<file path="config.mk">
export PLATFORM = sky130hd
export DESIGN_NAME = pipe_ctrl
export DESIGN_NICKNAME = d
export VERILOG_FILES = /design/src/rtl/pipe_pkg.sv /design/src/rtl/fwd_match.sv /design/src/rtl/pipe_ctrl.sv
export SDC_FILE = /design/constraint.sdc
export NUM_CORES = 1
export LEC_CHECK = 0
export ABC_AREA = 1
export CORE_AREA = 2 2 52 54
export CTS_CLUSTER_SIZE = 8
export DETAILED_ROUTE_END_ITERATION = 6
export DIE_AREA = 0 0 54 56
export HOLD_SLACK_MARGIN = 0.1
export PLACE_DENSITY = 0.75
export REMOVE_ABC_BUFFERS = 1
export SYNTH_ARGS = -nofsm -noshare
export SYNTH_HDL_FRONTEND = slang
export SYNTH_SLANG_ARGS = --single-unit
</file>
<file path="constraint.sdc">
create_clock -name clk -period 0.8 [get_ports clk]
set_input_delay 0.12 -clock clk [delete_from_list [all_inputs] [get_ports clk]]
set_output_delay 0.12 -clock clk [all_outputs]
set_load 0.05 [all_outputs]
</file>
<file path="src/rtl/pipe_pkg.sv">
// Shared types and constants for the pipeline hazard controller.
// Scoreboard entries travel alongside the instruction in each stage.
package pipe_pkg;

    localparam int FWD_RF     = 0;
    localparam int MAX_STAGES = 8;

    typedef struct packed {
        logic       valid;
        logic [4:0] rd;
        logic       reg_we;
        logic       is_load;
    } sb_entry_t;

    localparam int SB_W = $bits(sb_entry_t);

    function automatic logic src_hit(
        input sb_entry_t  e,
        input logic [4:0] rs,
        input logic       used
    );
        return e.valid & e.reg_we & used
            & (e.rd == rs) & (e.rd != 5'd0);
    endfunction

endpackage

</file>
<file path="src/rtl/fwd_match.sv">
// Per-operand producer search over stages 2..STAGES-1.
// Youngest producer wins; flags loads whose data is not ready yet.
module fwd_match
    import pipe_pkg::*;
#(
    parameter int STAGES     = 3,
    parameter int LOAD_STAGE = STAGES - 1
) (
    input  logic [(STAGES-2)*SB_W-1:0] ent_i,
    input  logic [4:0]                 rs_i,
    input  logic                       used_i,
    output logic [$clog2(STAGES)-1:0]  sel_o,
    output logic                       ilk_o
);

    localparam int FW = $clog2(STAGES);

    sb_entry_t e;

    // Walk oldest to youngest so the youngest match is the one kept.
    always_comb begin
        e     = '0;
        sel_o = FW'(FWD_RF);
        ilk_o = 1'b0;
        for (int s = STAGES - 1; s >= 2; s--) begin
            e = ent_i[(s-2)*SB_W +: SB_W];
            if (src_hit(e, rs_i, used_i)) begin
                sel_o = FW'(s);
                ilk_o = e.is_load && (s < LOAD_STAGE);
            end
        end
    end

endmodule

</file>
<file path="src/rtl/pipe_ctrl.sv">
// In-order pipeline control: forwarding, load interlock, freeze, redirect.
// Define PIPE_CTRL_PERF_EN to add the perf_freeze/interlock/flush counters.
module pipe_ctrl
    import pipe_pkg::*;
#(
    parameter int STAGES     = 3,
    parameter int LOAD_STAGE = STAGES - 1
) (
    input  logic                      clk,
    input  logic                      reset,
    input  logic                      dec_valid,
    input  logic                      dec_reg_we,
    input  logic                      dec_is_load,
    input  logic [4:0]                dec_rd,
    input  logic [4:0]                ex_rs1,
    input  logic [4:0]                ex_rs2,
    input  logic                      ex_rs1_used,
    input  logic                      ex_rs2_used,
    input  logic                      redirect,
    input  logic                      ext_stall,
    input  logic                      mem_pause,
    output logic [STAGES-1:0]         stage_en,
    output logic [STAGES-1:0]         stage_valid,
    output logic [$clog2(STAGES)-1:0] fwd_a,
    output logic [$clog2(STAGES)-1:0] fwd_b,
    output logic                      ex_fire,
    output logic                      pc_en,
`ifdef PIPE_CTRL_PERF_EN
    output logic [31:0]               perf_freeze,
    output logic [31:0]               perf_interlock,
    output logic [31:0]               perf_flush,
`endif
    output logic                      fetch_flush
);

    localparam int FW = $clog2(STAGES);

    sb_entry_t [STAGES-1:1] ent_q;
    sb_entry_t [STAGES-1:1] ent_d;
    logic                   kill0_q;
    logic                   kill0_d;

    sb_entry_t                   ent0;
    logic [(STAGES-2)*SB_W-1:0] tail_flat;
    logic [FW-1:0]               sel_a;
    logic [FW-1:0]               sel_b;
    logic                        ilk_a;
    logic                        ilk_b;
    logic                        freeze;
    logic                        ilk_raw;
    logic                        ilk_bub;

    // kill0_q marks the held stage 0 instruction as wrong-path.
    always_comb begin
        ent0.valid   = dec_valid & ~kill0_q;
        ent0.rd      = dec_rd;
        ent0.reg_we  = dec_reg_we;
        ent0.is_load = dec_is_load;
    end

    always_comb begin
        tail_flat = '0;
        for (int s = 2; s < STAGES; s++) begin
            tail_flat[(s-2)*SB_W +: SB_W] = ent_q[s];
        end
    end

    fwd_match #(
        .STAGES    (STAGES),
        .LOAD_STAGE(LOAD_STAGE)
    ) u_fwd_a (
        .ent_i (tail_flat),
        .rs_i  (ex_rs1),
        .used_i(ex_rs1_used),
        .sel_o (sel_a),
        .ilk_o (ilk_a)
    );

    fwd_match #(
        .STAGES    (STAGES),
        .LOAD_STAGE(LOAD_STAGE)
    ) u_fwd_b (
        .ent_i (tail_flat),
        .rs_i  (ex_rs2),
        .used_i(ex_rs2_used),
        .sel_o (sel_b),
        .ilk_o (ilk_b)
    );

    assign freeze  = ext_stall | mem_pause;
    assign ilk_raw = ilk_a | ilk_b;
    assign ilk_bub = ilk_raw & ~freeze & ~reset;

    always_comb begin
        stage_en    = '1;
        pc_en       = 1'b1;
        ex_fire     = 1'b0;
        fetch_flush = 1'b0;
        if (reset) begin
            fetch_flush = 1'b1;
        end else if (freeze) begin
            stage_en = '0;
            pc_en    = 1'b0;
        end else if (ilk_raw) begin
            stage_en[1:0] = 2'b00;
            pc_en         = 1'b0;
        end else begin
            ex_fire     = ent_q[1].valid;
            fetch_flush = ent_q[1].valid & redirect;
        end
    end

    always_comb begin
        stage_valid    = '0;
        stage_valid[0] = ent0.valid & ~reset;
        for (int s = 1; s < STAGES; s++) begin
            stage_valid[s] = ent_q[s].valid & ~reset;
        end
    end

    assign fwd_a = reset ? FW'(FWD_RF) : sel_a;
    assign fwd_b = reset ? FW'(FWD_RF) : sel_b;

    always_comb begin
        ent_d   = ent_q;
        kill0_d = kill0_q;
        if (stage_en[1]) begin
            ent_d[1] = fetch_flush ? '0 : ent0;
        end
        for (int s = 2; s < STAGES; s++) begin
            if (stage_en[s]) begin
                ent_d[s] = ent_q[s-1];
            end
        end
        // The stalled consumer stays in stage 1; stage 2 gets a hole.
        if (ilk_bub) begin
            ent_d[2] = '0;
        end
        if (stage_en[0]) begin
            kill0_d = fetch_flush;
        end
    end

    always_ff @(posedge clk) begin
        if (reset) begin
            ent_q   <= '0;
            kill0_q <= 1'b1;
        end else begin
            ent_q   <= ent_d;
            kill0_q <= kill0_d;
        end
    end

`ifdef PIPE_CTRL_PERF_EN
    logic [31:0] perf_freeze_q;
    logic [31:0] perf_ilk_q;
    logic [31:0] perf_flush_q;

    always_ff @(posedge clk) begin
        if (reset) begin
            perf_freeze_q <= '0;
            perf_ilk_q    <= '0;
            perf_flush_q  <= '0;
        end else begin
            if (freeze) begin
                perf_freeze_q <= perf_freeze_q + 32'd1;
            end
            if (ilk_bub) begin
                perf_ilk_q <= perf_ilk_q + 32'd1;
            end
            if (fetch_flush) begin
                perf_flush_q <= perf_flush_q + 32'd1;
            end
        end
    end

    assign perf_freeze    = perf_freeze_q;
    assign perf_interlock = perf_ilk_q;
    assign perf_flush     = perf_flush_q;
`endif

endmodule

</file>
Word-level counts from Yosys, hierarchy flattened
Cells that the tools add are included.
{ "word_totals": {"regBits": 15, "input_bits": 25, "output_inout_bits": 13, "wordCells": 38} }
{ "classes": {"n_eq_ne": 2, "n_mux": 13, "bitwise": 15, "reduce_logical": 1} }
{ "ops": {"columns": ["operator", "n"], "rows": [
  ["$and 1x1->1", 12],
  ["$eq 5x5->1", 2],
  ["$mux 2", 5],
  ["$mux 8", 1],
  ["$mux 1", 6],
  ["$reduce_bool 5->1", 1],
  ["$mux 3", 1],
  ["$not 1->1", 2],
  ["$or 1x1->1", 1]
]} }

Logic depth before layout (Yosys ltp)
Gate-level depths: netlist of the first run.
{ "depth": {"ltp_word": 6, "mapped_depth": 6, "mapped_depth_nobuf": 6} }

Cells and area by module
From an unflattened synthesis of the first run, not the netlist that was laid out.
{ "hier_totals": {"cells_unflattened": 201, "hier_area_um2": 1231.2} }
{ "by_module_without_submodules": {"columns": ["module", "n_inst", "cells_per_inst", "area_per_inst_um2", "seq_area_each_um2"], "rows": [
  ["pipe_ctrl", 1, 135, 943.4, 340.3],
  ["fwd_match", 2, 33, 143.9, 0.0]
]} }

Worst setup path after synthesis of the first run
No wires, ideal clock.
{ "synth_timing": {"kind": "register to output", "start": "reg ent_q[15] in the netlist's numbering", "end": "out fwd_b[1]", "arrival_time_ns": 1.686, "t_required_ns": 0.680, "slack_ns": -1.006, "path_stages_with_launch": 7, "cell_sequence": "dfxtp_1 > inv_1 > nor2_2 > nand2_1 > nor2_1 > nand2_1 > nor2_1"} }
{ "synth_via": {"elab_chain_len": 6} }
{ "synth_lines": {"columns": ["element", "line", "rtl"], "rows": [
  ["from (decl)", "pipe_ctrl.sv:38", "sb_entry_t [STAGES-1:1] ent_q;"],
  ["from (signal assigned)", "pipe_ctrl.sv:149", "ent_q <= ent_d;"],
  ["$and 1x1->1 (2 in series)", "pipe_pkg.sv:22", "return e.valid & e.reg_we & used"],
  ["$and 1x1->1 (2 in series)", "pipe_pkg.sv:23", "& (e.rd == rs) & (e.rd != 5'd0);"],
  ["$mux 2", "fwd_match.sv:27", "if (src_hit(e, rs_i, used_i)) begin"],
  ["$mux 2", "pipe_ctrl.sv:122", "assign fwd_b = reset ? FW'(FWD_RF) : sel_b;"],
  ["to (decl)", "pipe_ctrl.sv:25", "output logic [$clog2(STAGES)-1:0] fwd_b,"]
]} }
No other way between the ends.

Worst setup path after layout of the first run
{ "layout_timing": {"start": "reg ent_q[10] in the netlist's numbering", "end": "out fwd_a[1]"} }
{ "layout_via": {"elab_chain_len": 5, "elab_cells_between_ends": 6} }
{ "layout_lines": {"columns": ["element", "line", "rtl"], "rows": [
  ["$eq 5x5->1", "pipe_pkg.sv:23", null],
  ["$and 1x1->1", "pipe_pkg.sv:23", null],
  ["$and 1x1->1 *", "pipe_pkg.sv:23", null],
  ["$mux 2 *", "fwd_match.sv:27", null],
  ["$mux 2 *", "pipe_ctrl.sv:121", "assign fwd_a = reset ? FW'(FWD_RF) : sel_a;"],
  ["to (decl)", "pipe_ctrl.sv:24", "output logic [$clog2(STAGES)-1:0] fwd_a,"]
]} }
Every way passes the cells marked *; elsewhere a longest branch is shown, timed or not.

==> results of run 1 <==
[final cells by class]
type / count / area (um^2) / area share (%)
inverter: 30 / 135 / 8.24
multi-input combinational: 87 / 498 / 30.4
clock inverter: 1 / 5.00 / 0.305
tap: 30 / 37.5 / 2.29
timing repair buffer: 55 / 624 / 38.1
sequential: 15 / 317 / 19.3
clock buffer: 3 / 22.5 / 1.37
[flip-flops by register name, summed over array words and instances, names as in the netlist]
register  count
ent_q        14
kill0_q       1
[per-layer routing]
metal	GRT usage, %	wire [um]	share of wire, %
met1	22.9	1040	41
met2	32.6	1270	50
met3	5.38	223	8.7
met4	5.36	23	0.90
met5	0	0	0
[worst max-delay path by stage]
stage | to | depth (start not counted)
6_report | fwd_a[1] | 7
5_1_grt | fwd_a[1] | 7
4_1_cts | fwd_a[1] | 7
3_5_place_dp | fwd_b[1] | 7
3_3_place_gp | fwd_b[1] | 7
2_1_floorplan | fwd_b[1] | 6
[power groups by stage]
stage | combinational (W) | sequential (W) | clock, W
2_1_floorplan | 0.000244 | 0.000820 | 0
3_3_place_gp | 0.000523 | 0.000824 | 0
3_5_place_dp | 0.000533 | 0.000826 | 0
4_1_cts | 0.000573 | 0.000813 | 0.000430
5_1_grt | 0.000654 | 0.000814 | 0.000487
6_report | 0.000608 | 0.000808 | 0.000424
[worst min-delay path, cell delays in order]
cell,delay [ps]
sky130_fd_sc_hd__buf_6,80
sky130_fd_sc_hd__nor2_4,40
sky130_fd_sc_hd__inv_4,120
sky130_fd_sc_hd__o22ai_2,100
[cells in the mapped netlist]
master and n:
sky130_fd_sc_hd__nor2_1 11, sky130_fd_sc_hd__inv_2 2, sky130_fd_sc_hd__clkinv_2 1, sky130_fd_sc_hd__conb_1 1, sky130_fd_sc_hd__nor2_4 1, sky130_fd_sc_hd__nand2_2 1
sky130_fd_sc_hd__buf_6 2, sky130_fd_sc_hd__nand2_1 41, sky130_fd_sc_hd__nor2_2 1, sky130_fd_sc_hd__o21ai_1 2, sky130_fd_sc_hd__buf_4 5, sky130_fd_sc_hd__or2_1 1
sky130_fd_sc_hd__o21ai_0 9, sky130_fd_sc_hd__dfxtp_1 15, sky130_fd_sc_hd__nand3_1 7, sky130_fd_sc_hd__a21oi_1 6, sky130_fd_sc_hd__nand4_1 1, sky130_fd_sc_hd__o21ai_2 2
sky130_fd_sc_hd__inv_1 27, sky130_fd_sc_hd__o22ai_1 2
[cell families (layout without fill, tap and decap cells)]
| group | after synthesis | after routing | share of synthesized area [%] |
|---|---|---|---|
| buffers and inverters | 37 | 89 | 20.2 |
| AO/OA/AOI/OAI | 21 | 21 | 13.4 |
| flip-flops | 15 | 15 | 34.9 |
| other | 1 | 2 | 0.436 |
| AND/OR/NAND/NOR | 64 | 64 | 31.0 |
[what timing repair did]
| action | 4_1_cts | 5_1_grt |
|---|---|---|
| gates cloned | 0 | 0 |
| pin swaps | 13 | 11 |
| gates resized for setup | 55 | 20 |
| endpoints found under the setup margin | 26 | 21 |
| buffers inserted | 10 | 4 |
[per-stage QoR]
step           cells  setup TNS [ps]  cell area (um^2)  hold slack, ps  util, %
3_3_place_gp     209          -11790              1400             432     57.6
5_1_grt          221           -5700              1640             206     67.4
2_1_floorplan    132          -10640               803             262        -
6_report         221           -4870              1640             216     67.4
4_1_cts          219           -3850              1560             205     64.2
3_5_place_dp     209          -12410              1400             442     57.6
==> flow_summary.ini, run 1 <==
[run_status]
outcome = complete, but fails checks
failed_checks = setup timing

[power]
power_density_nw_per_um2 = 1120
share_comb_of_total_power_pct = 33.1
p_total_w = 0.00184
vdd_ir_drop_max_mv = 1.04
total_switching_power_w = 0.000579
power_leakage_nw = 0.755
switching_fraction_pct = 31.5
clockPowerShare_pct = 23.0
power.sequential.fraction_pct = 43.9
power.internal_w = 0.00126

[finish]
layout.cells.most_common = sky130_fd_sc_hd__nand2_1
mostFrequentLayoutCells = 37 x sky130_fd_sc_hd__nand2_1, 20 x sky130_fd_sc_hd__inv_1, 20 x sky130_fd_sc_hd__clkdlybuf4s50_1
layout.nets = 217
share_of_cells_above_drive_strength_1_pct = 39.3
n_antenna_cell = 0
syn2layout_area_growth_pct = 90.7
count_of_fill_cells_added_during_filler_insertion = 192

[drt]
final_ant_viol_nets = 0
avgRoutedWirePerCell_um = 11.6
wirelength_mm = 2.56
drt-initial-drc-count = 20
routed-via-count = 999
post_drt_via_cell_ratio = 4.52
first_pass_iters = 4
drc = 0

[worst_hold_path]
hold_path_depth = 4
worstHoldEndpoint = ent_q[15]$_SDFFE_PP0P_
worstHoldStart = ext_stall
min-delay-path-class = input port to flop

[global_routing]
first_global_vias = 971
global_route_wire_length_before_repair_mm = 4.36
grt_antenna_before_repair = 0
grt_use_total_pct = 19.2
grt.overflow.total = 0
grt_max_degree = 13

[floorplan]
floorplan.die_area_um2 = 3020
die-height_um = 56
io-pin-count = 38
design.core.area_um2 = 2430
die_w_um = 54
start_util_pct = 35.3
row_count = 18

[cts]
htree_levels = 1
ctsHoldBuffers = 0
tritoncts_num_sinks = 15
clk-insertion-delay-late_ps = 280
clock_pin_slew_of_the_registers_on_the_worst_case_setup_and_hold_paths_ps = 90
ctsLongestPathBuffers = 2
root_buffer = sky130_fd_sc_hd__clkbuf_4
numCtsBuffers = 3
tritoncts = built

[setup_path]
critPathLaunch = ent_q[10]$_SDFFE_PP0P_
crit_path_frequent_cell = sky130_fd_sc_hd__nand2_1
data_arrival_time_at_the_worst_slack_endpoint_ps = 1320
end_kind = primary output
worst-path-buf-inv = 2
critical_path.reg2reg.endpoint = ent_q[3]$_SDFFE_PP0P_
maximum_fanout_encountered_on_the_critical_timing_path = 5
timing_worst_setup_path_type = flop to primary output
timing.critical_path.max_delay_family = simple AND/OR/NAND/NOR gates
reg2reg_setup_slack_ps = -260
start_kind = flop
worst_flop_to_flop_path_startpoint = ent_q[7]$_SDFFE_PP0P_
timing.critical_path.slowest_stage_cell = sky130_fd_sc_hd__dfxtp_4
worstPathCellList = inv_1 > nand2_1 > nand2_1 > nor2_1 > nand2_1 > nor2_2 > buf_12
reg2reg_depth = 7
critical_path_required_ps = 680
crit_path_max_incr_delay_ps = 370

[timing]
clock.fmax_mhz = 693
worst_clk_skew_ps = 5.51
layout_worst_path_cycle_share_pct = 180
setup_viol_count_final = 20
postLayoutSetupSlackWorst_ps = -643
slew_viol_final = 0
hold_viol_final = 0
grt_setup_unrepaired = yes
min_period_ps = 1440

[synthesis]
synth.avg_cell_area_um2 = 6.23
synth.top_cell.area_share_pct = 34.9
synth_sequential_area_ratio_pct = 34.9
synth-seq-cells = 15
yosysWarnings = 0
synth_cells = 138
synth_area_um2 = 860
netlist-cell-type-count = 20
netlist_top_cells_area = sky130_fd_sc_hd__dfxtp_1 35%, sky130_fd_sc_hd__nand2_1 18%, sky130_fd_sc_hd__inv_1 12%
synth_top_area_cell = sky130_fd_sc_hd__dfxtp_1

[placed_design]
placement_setup_slack_ps = -630
detailed_place_hpwl_mm = 1.69
gp_congestion = 0.790
numPortBuffers = 34

[job]
cap_violations = 0
(Power assumes the default switching activity.)
==> inputs of run 2 (changes only) <==
Settings changed: GPL_TIMING_DRIVEN from default to 0.
==> run 2 against run 1 <==
Against the previous run:
- the run still ends with setup timing left
- critical path depth unchanged
- utilization decreased by 3.9 points
- sequential share of layout area increased by 1.2 points
- largest cell class unchanged
- first-iteration DRC count increased by 5.0%
- fmax increased by 1.6%
- register-to-register slack improved by 150 ps
- critical endpoint is now fwd_b[1]
- sequential power increased by 0.5%
- die area unchanged
- count of clock-buffer cells in the layout increased by 1
- total power decreased by 0.75%
==> flow_summary.ini, run 2 (same netlist as run 1, synthesis figures left out) <==
[finish]
layout.cells.most_common = sky130_fd_sc_hd__nand2_1
n_antenna_cell = 0
multiInputGateArea_um2 = 509
largest_register = ent_q
layout.nets = 212
mostFrequentLayoutCells = 35 x sky130_fd_sc_hd__nand2_1, 21 x sky130_fd_sc_hd__inv_1, 20 x sky130_fd_sc_hd__clkdlybuf4s50_1
seqCellArea_um2 = 317
count_of_fill_cells_added_during_filler_insertion = 215
syn2layout_area_growth_pct = 79.6
reg.largest.list = ent_q (14), kill0_q (1)
share_of_cells_above_drive_strength_1_pct = 39.2
largest_reg_flops = 14

[cts]
numCtsBuffers = 3
tritoncts_num_sinks = 15
tritoncts = built
root_buffer = sky130_fd_sc_hd__clkbuf_4
htree_levels = 1
clock_pin_slew_of_the_registers_on_the_worst_case_setup_and_hold_paths_ps = 90
ctsLongestPathBuffers = 2
clk-insertion-delay-late_ps = 280
ctsHoldBuffers = 0

[drt]
post_drt_via_cell_ratio = 4.55
avgRoutedWirePerCell_um = 12.5
drc = 0
wirelength_mm = 2.69
final_ant_viol_nets = 0
first_pass_iters = 4
routed-via-count = 982
drt-initial-drc-count = 21

[timing]
layout_worst_path_cycle_share_pct = 178
postLayoutSetupSlackWorst_ps = -621
worst_clk_skew_ps = 2.03
min_period_ps = 1420
fin_tns_setup_ps = -3550
setup_viol_count_final = 20
clock.fmax_mhz = 704
slew_viol_final = 0
hold_viol_final = 0
grt_setup_unrepaired = yes

[setup_path]
data_arrival_time_at_the_worst_slack_endpoint_ps = 1300
end_kind = primary output
worstPathCellList = inv_2 > nor2_4 > nand2_2 > nor2_1 > nand2_1 > nor2_1 > buf_6
critical_path_required_ps = 680
timing.critical_path.slowest_stage_cell = sky130_fd_sc_hd__dfxtp_2
maximum_fanout_encountered_on_the_critical_timing_path = 3
worst-path-buf-inv = 2
start_kind = flop
crit_path_max_incr_delay_ps = 340
timing.critical_path.max_delay_family = simple AND/OR/NAND/NOR gates
timing_worst_setup_path_type = flop to primary output
crit_path_frequent_cell = sky130_fd_sc_hd__nor2_1

[floorplan]
die_w_um = 54
io-pin-count = 38
die-height_um = 56
row_count = 18
floorplan.die_area_um2 = 3020
design.core.area_um2 = 2430
start_util_pct = 35.3

[power]
power_density_nw_per_um2 = 1180
power_leakage_nw = 0.725
vdd_ir_drop_max_mv = 0.928

[worst_hold_path]
min-delay-path-class = input port to flop

[global_routing]
grt_antenna_before_repair = 0
grt_max_degree = 16
global_route_wire_length_before_repair_mm = 3.68
grt.overflow.total = 0
grt_use_total_pct = 16.4
first_global_vias = 924

[run_status]
outcome = complete, but fails checks
failed_checks = setup timing

[placed_design]
detailed_place_hpwl_mm = 1.42
numPortBuffers = 34
gp_congestion = 0.696
placement_setup_slack_ps = -1360

[job]
cap_violations = 0
run 2: changes by cell type in the layout (fill, tap and decap cells not counted), moves of 2 or more:
| cell | before | now |
|---|---|---|
| sky130_fd_sc_hd__buf_12 | 11 | 0 |
| sky130_fd_sc_hd__buf_8 | 0 | 7 |
| sky130_fd_sc_hd__buf_4 | 16 | 10 |
| sky130_fd_sc_hd__buf_6 | 7 | 13 |
| sky130_fd_sc_hd__dfxtp_2 | 4 | 7 |
| sky130_fd_sc_hd__dfxtp_1 | 8 | 6 |
| sky130_fd_sc_hd__nand2_1 | 37 | 35 |
| sky130_fd_sc_hd__nand2_2 | 1 | 3 |
| sky130_fd_sc_hd__o21ai_2 | 2 | 4 |
run 2: worst paths after layout:
kind	start	endpoint	slack, ps	depth (start not counted)
min	reset	kill0_q$_SDFFE_PP1P_	180	4
min reg2reg	ent_q[2]$_SDFFE_PP0P_	ent_q[10]$_SDFFE_PP0P_	460	2
max reg2reg	ent_q[7]$_SDFFE_PP0P_	ent_q[7]$_SDFFE_PP0P_	-110	5
max	ent_q[15]$_SDFFE_PP0P_	fwd_b[1]	-620	7
run 2: metrics by stage:
stage	hold slack, ps	power, W	cell area, um^2	utilization, %	instances
global route	162	0.00195	1540	63.5	216
detailed placement	442	0.00126	1180	48.6	196
CTS	158	0.00178	1390	57.1	210
global placement	435	0.00125	1180	48.6	196
finish	180	0.00183	1540	63.5	216
floorplan	262	0.00106	803	-	132
run 2: timing repair:
item | 4_1_cts | 5_1_grt
pin swaps | 12 | 11
buffers inserted | 11 | 7
resized for setup | 132 | 28
gates cloned | 0 | 0
endpoints found under the setup margin | 26 | 20
run 2: worst reg2reg max path, stage by stage (launching register included):
cell and delay, ps:
sky130_fd_sc_hd__dfxtp_4 370, sky130_fd_sc_hd__nand2_4 70, sky130_fd_sc_hd__buf_6 110, sky130_fd_sc_hd__nand2_8 60, sky130_fd_sc_hd__buf_6 130, sky130_fd_sc_hd__o22ai_2 110
run 2: report_power, final:
| group | leakage, nW | total, W | switching [W] | internal (W) |
|---|---|---|---|---|
| sequential | 0.127 | 0.000812 | 0.0000273 | 0.000785 |
| combinational | 0.584 | 0.000586 | 0.000314 | 0.000272 |
| clock | 0.0150 | 0.000429 | 0.000235 | 0.000193 |
run 2: cell type report:
class                   count  share of cell area, %
repair buffers             50                   34.1
flip-flops and latches     15                   20.5
inverters                  30                   8.27
well taps                  30                   2.43
multi-input cells          87                   33.0
clock buffers               4                   1.70
run 2: metal layers:
layer / global-route usage (%) / up-vias / wire [um] / share of wire (%)
met2: 30.0 / 41 / 1410 / 52
met1: 17.8 / 427 / 1060 / 39
met3: 2.69 / 4 / 191 / 7.1
met4: 6.43 / 0 / 29 / 1.1
li1: - / 510 / - / -
met5: 0 / - / 0 / 0
==> inputs of run 3 (changes only) <==
Settings changed: CORE_AREA 2 2 52 54 to 4 4 54 56, DIE_AREA 0 0 54 56 to 0 0 58 60, SLEW_MARGIN from default to 0.
==> run 3 against run 2 <==
Against the previous run:
- the run still ends with setup timing left
- sequential share of layout area fell by 0.28 points
- clock power barely moved
- global-route usage fell by 1.2 points
- first-iteration DRC count rose by 19%
- sequential cell count did not move
- critical path depth did not move
- combinational power fell by 2%
- critical path type unchanged
==> flow_summary.ini, run 3 (same netlist as run 1, synthesis figures left out) <==
[floorplan]
die_w_um = 58
start_util_pct = 35.3
floorplan.die_area_um2 = 3480
io-pin-count = 38
row_count = 18
design.core.area_um2 = 2430
die-height_um = 60

[timing]
grt_setup_unrepaired = yes
layout_worst_path_cycle_share_pct = 176
clock.fmax_mhz = 709
min_period_ps = 1410
setup_viol_count_final = 20
hold_viol_final = 0
postLayoutSetupSlackWorst_ps = -611
slew_viol_final = 0
worst_clk_skew_ps = 2.51
fin_tns_setup_ps = -4100

[setup_path]
start_kind = flop
end_kind = primary output
timing.critical_path.max_delay_family = simple AND/OR/NAND/NOR gates
worst-path-buf-inv = 2
crit_path_frequent_cell = sky130_fd_sc_hd__nand2_1
worstPathCellList = inv_2 > nor2_4 > nand2_1 > nor2_1 > nand2_1 > nor2_2 > buf_6
maximum_fanout_encountered_on_the_critical_timing_path = 3
reg2reg_setup_slack_ps = -130
critical_path_required_ps = 680
reg2reg_depth = 4
crit_path_max_incr_delay_ps = 330
worst_flop_to_flop_path_startpoint = ent_q[7]$_SDFFE_PP0P_
data_arrival_time_at_the_worst_slack_endpoint_ps = 1290
timing.critical_path.slowest_stage_cell = sky130_fd_sc_hd__dfxtp_2
critical_path.reg2reg.endpoint = kill0_q$_SDFFE_PP1P_
timing_worst_setup_path_type = flop to primary output

[placed_design]
placement_setup_slack_ps = -1360
gp_congestion = 0.887
dpl-instance-area_um2 = 1180
numPortBuffers = 34
detailed_place_hpwl_mm = 1.57

[finish]
design_area_um2 = 1550
count_of_fill_cells_added_during_filler_insertion = 211
n_antenna_cell = 0
mostFrequentLayoutCells = 37 x sky130_fd_sc_hd__nand2_1, 21 x sky130_fd_sc_hd__inv_1, 20 x sky130_fd_sc_hd__clkdlybuf4s50_1
syn2layout_area_growth_pct = 80.6
largest_reg_flops = 14
layout.nets = 213
layout.cells.most_common = sky130_fd_sc_hd__nand2_1
share_of_cells_above_drive_strength_1_pct = 39.0
reg.largest.list = ent_q (14), kill0_q (1)
largest_register = ent_q
finish.utilization_pct = 63.8

[worst_hold_path]
worstHoldStart = ext_stall
hold_path_depth = 4
worstHoldEndpoint = ent_q[15]$_SDFFE_PP0P_
min-delay-path-class = input port to flop

[drt]
wirelength_mm = 2.65
drt-initial-drc-count = 25
final_ant_viol_nets = 0
avgRoutedWirePerCell_um = 12.2
routed-via-count = 983
post_drt_via_cell_ratio = 4.53
drc = 0
first_pass_iters = 4

[global_routing]
grt_max_degree = 16
grt_use_total_pct = 15.2
first_global_vias = 987
global_route_wire_length_before_repair_mm = 4.07
grt.overflow.total = 0
grt_antenna_before_repair = 0

[power]
p_total_w = 0.00182
power_density_nw_per_um2 = 1170
power.internal_w = 0.00125
vdd_ir_drop_max_mv = 1.32
power_leakage_nw = 0.728
share_comb_of_total_power_pct = 31.8
total_switching_power_w = 0.000566
power.sequential.fraction_pct = 44.8
clockPowerShare_pct = 23.4
switching_fraction_pct = 31.1

[job]
cap_violations = 0

[cts]
tritoncts = built
numCtsBuffers = 3
tritoncts_num_sinks = 15
clk-insertion-delay-late_ps = 280
root_buffer = sky130_fd_sc_hd__clkbuf_4
ctsLongestPathBuffers = 2
htree_levels = 1
clock_pin_slew_of_the_registers_on_the_worst_case_setup_and_hold_paths_ps = 80

[run_status]
failed_checks = setup timing
outcome = complete, but fails checks
## run 3: cell types whose count changed in the layout (fill, tap and decap cells not counted), moves of 2 or more
cell	delta
sky130_fd_sc_hd__o21ai_2	-3
sky130_fd_sc_hd__buf_6	-2
sky130_fd_sc_hd__nand3_2	+3
sky130_fd_sc_hd__nand2_2	-2
sky130_fd_sc_hd__nand2_1	+2
sky130_fd_sc_hd__nor2_2	+2
sky130_fd_sc_hd__o21ai_1	+2
sky130_fd_sc_hd__nand3_1	-2
sky130_fd_sc_hd__nor2_1	-2
## run 3: power by group through the flow
| stage | logic, W | clock network [W] | registers [W] |
|---|---|---|---|
| detailed placement | 0.000434 | 0 | 0.000827 |
| finish | 0.000577 | 0.000426 | 0.000815 |
| global placement | 0.000424 | 0 | 0.000824 |
| floorplan | 0.000244 | 0 | 0.000820 |
| global route | 0.000621 | 0.000465 | 0.000820 |
| CTS | 0.000537 | 0.000423 | 0.000814 |
## run 3: layout make-up
class                   count  area, um^2  share of cell area (%)
flip-flops and latches     15         314                    20.2
repair buffers             51         544                    35.1
multi-input cells          87         505                    32.6
well taps                  30        37.5                    2.42
clock buffers               4        26.3                    1.69
inverters                  30         125                    8.06
## run 3: worst max-delay path by stage
stage	start	depth (start not counted)	slack (ps)	to
finish	ent_q[15]$_SDFFE_PP0P_	7	-610	fwd_a[1]
CTS	ent_q[15]$_SDFFE_PP0P_	7	-610	fwd_a[1]
global placement	mem_pause	5	-1340	stage_en[0]
floorplan	ent_q[15]$_SDFFE_PP0P_	6	-1010	fwd_b[1]
global route	ent_q[15]$_SDFFE_PP0P_	7	-710	fwd_b[1]
detailed placement	mem_pause	5	-1360	pc_en
## run 3: per-layer routing
metal / up-vias / share of wire, % / GRT usage (%)
li1: 509 / - / -
met1: 436 / 42 / 16.7
met2: 35 / 49 / 27.3
met3: 3 / 7.9 / 3.89
met4: 0 / 0.94 / 6.95
met5: - / 0 / 0
## run 3: stage by stage
step	instances	hold WS (ps)
2_1_floorplan	132	262
3_3_place_gp	196	435
3_5_place_dp	196	438
4_1_cts	215	166
5_1_grt	217	188
6_report	217	186
## run 3: timing repair
item	CTS	global route
pin swaps	15	10
endpoints found under the hold margin	0	0
gates resized for setup	139	18
buffers inserted	15	5
gates cloned	0	0
hold buffers	0	0
endpoints found under the setup margin	26	20
## run 3: worst reg2reg max path, delay by kind of cell, from the launching register on
family / cells / cell delay [ps]
AO/OA/AOI/OAI: 1 / 70
buffers and inverters: 1 / 110
flip-flops: 1 / 350
AND/OR/NAND/NOR: 2 / 300
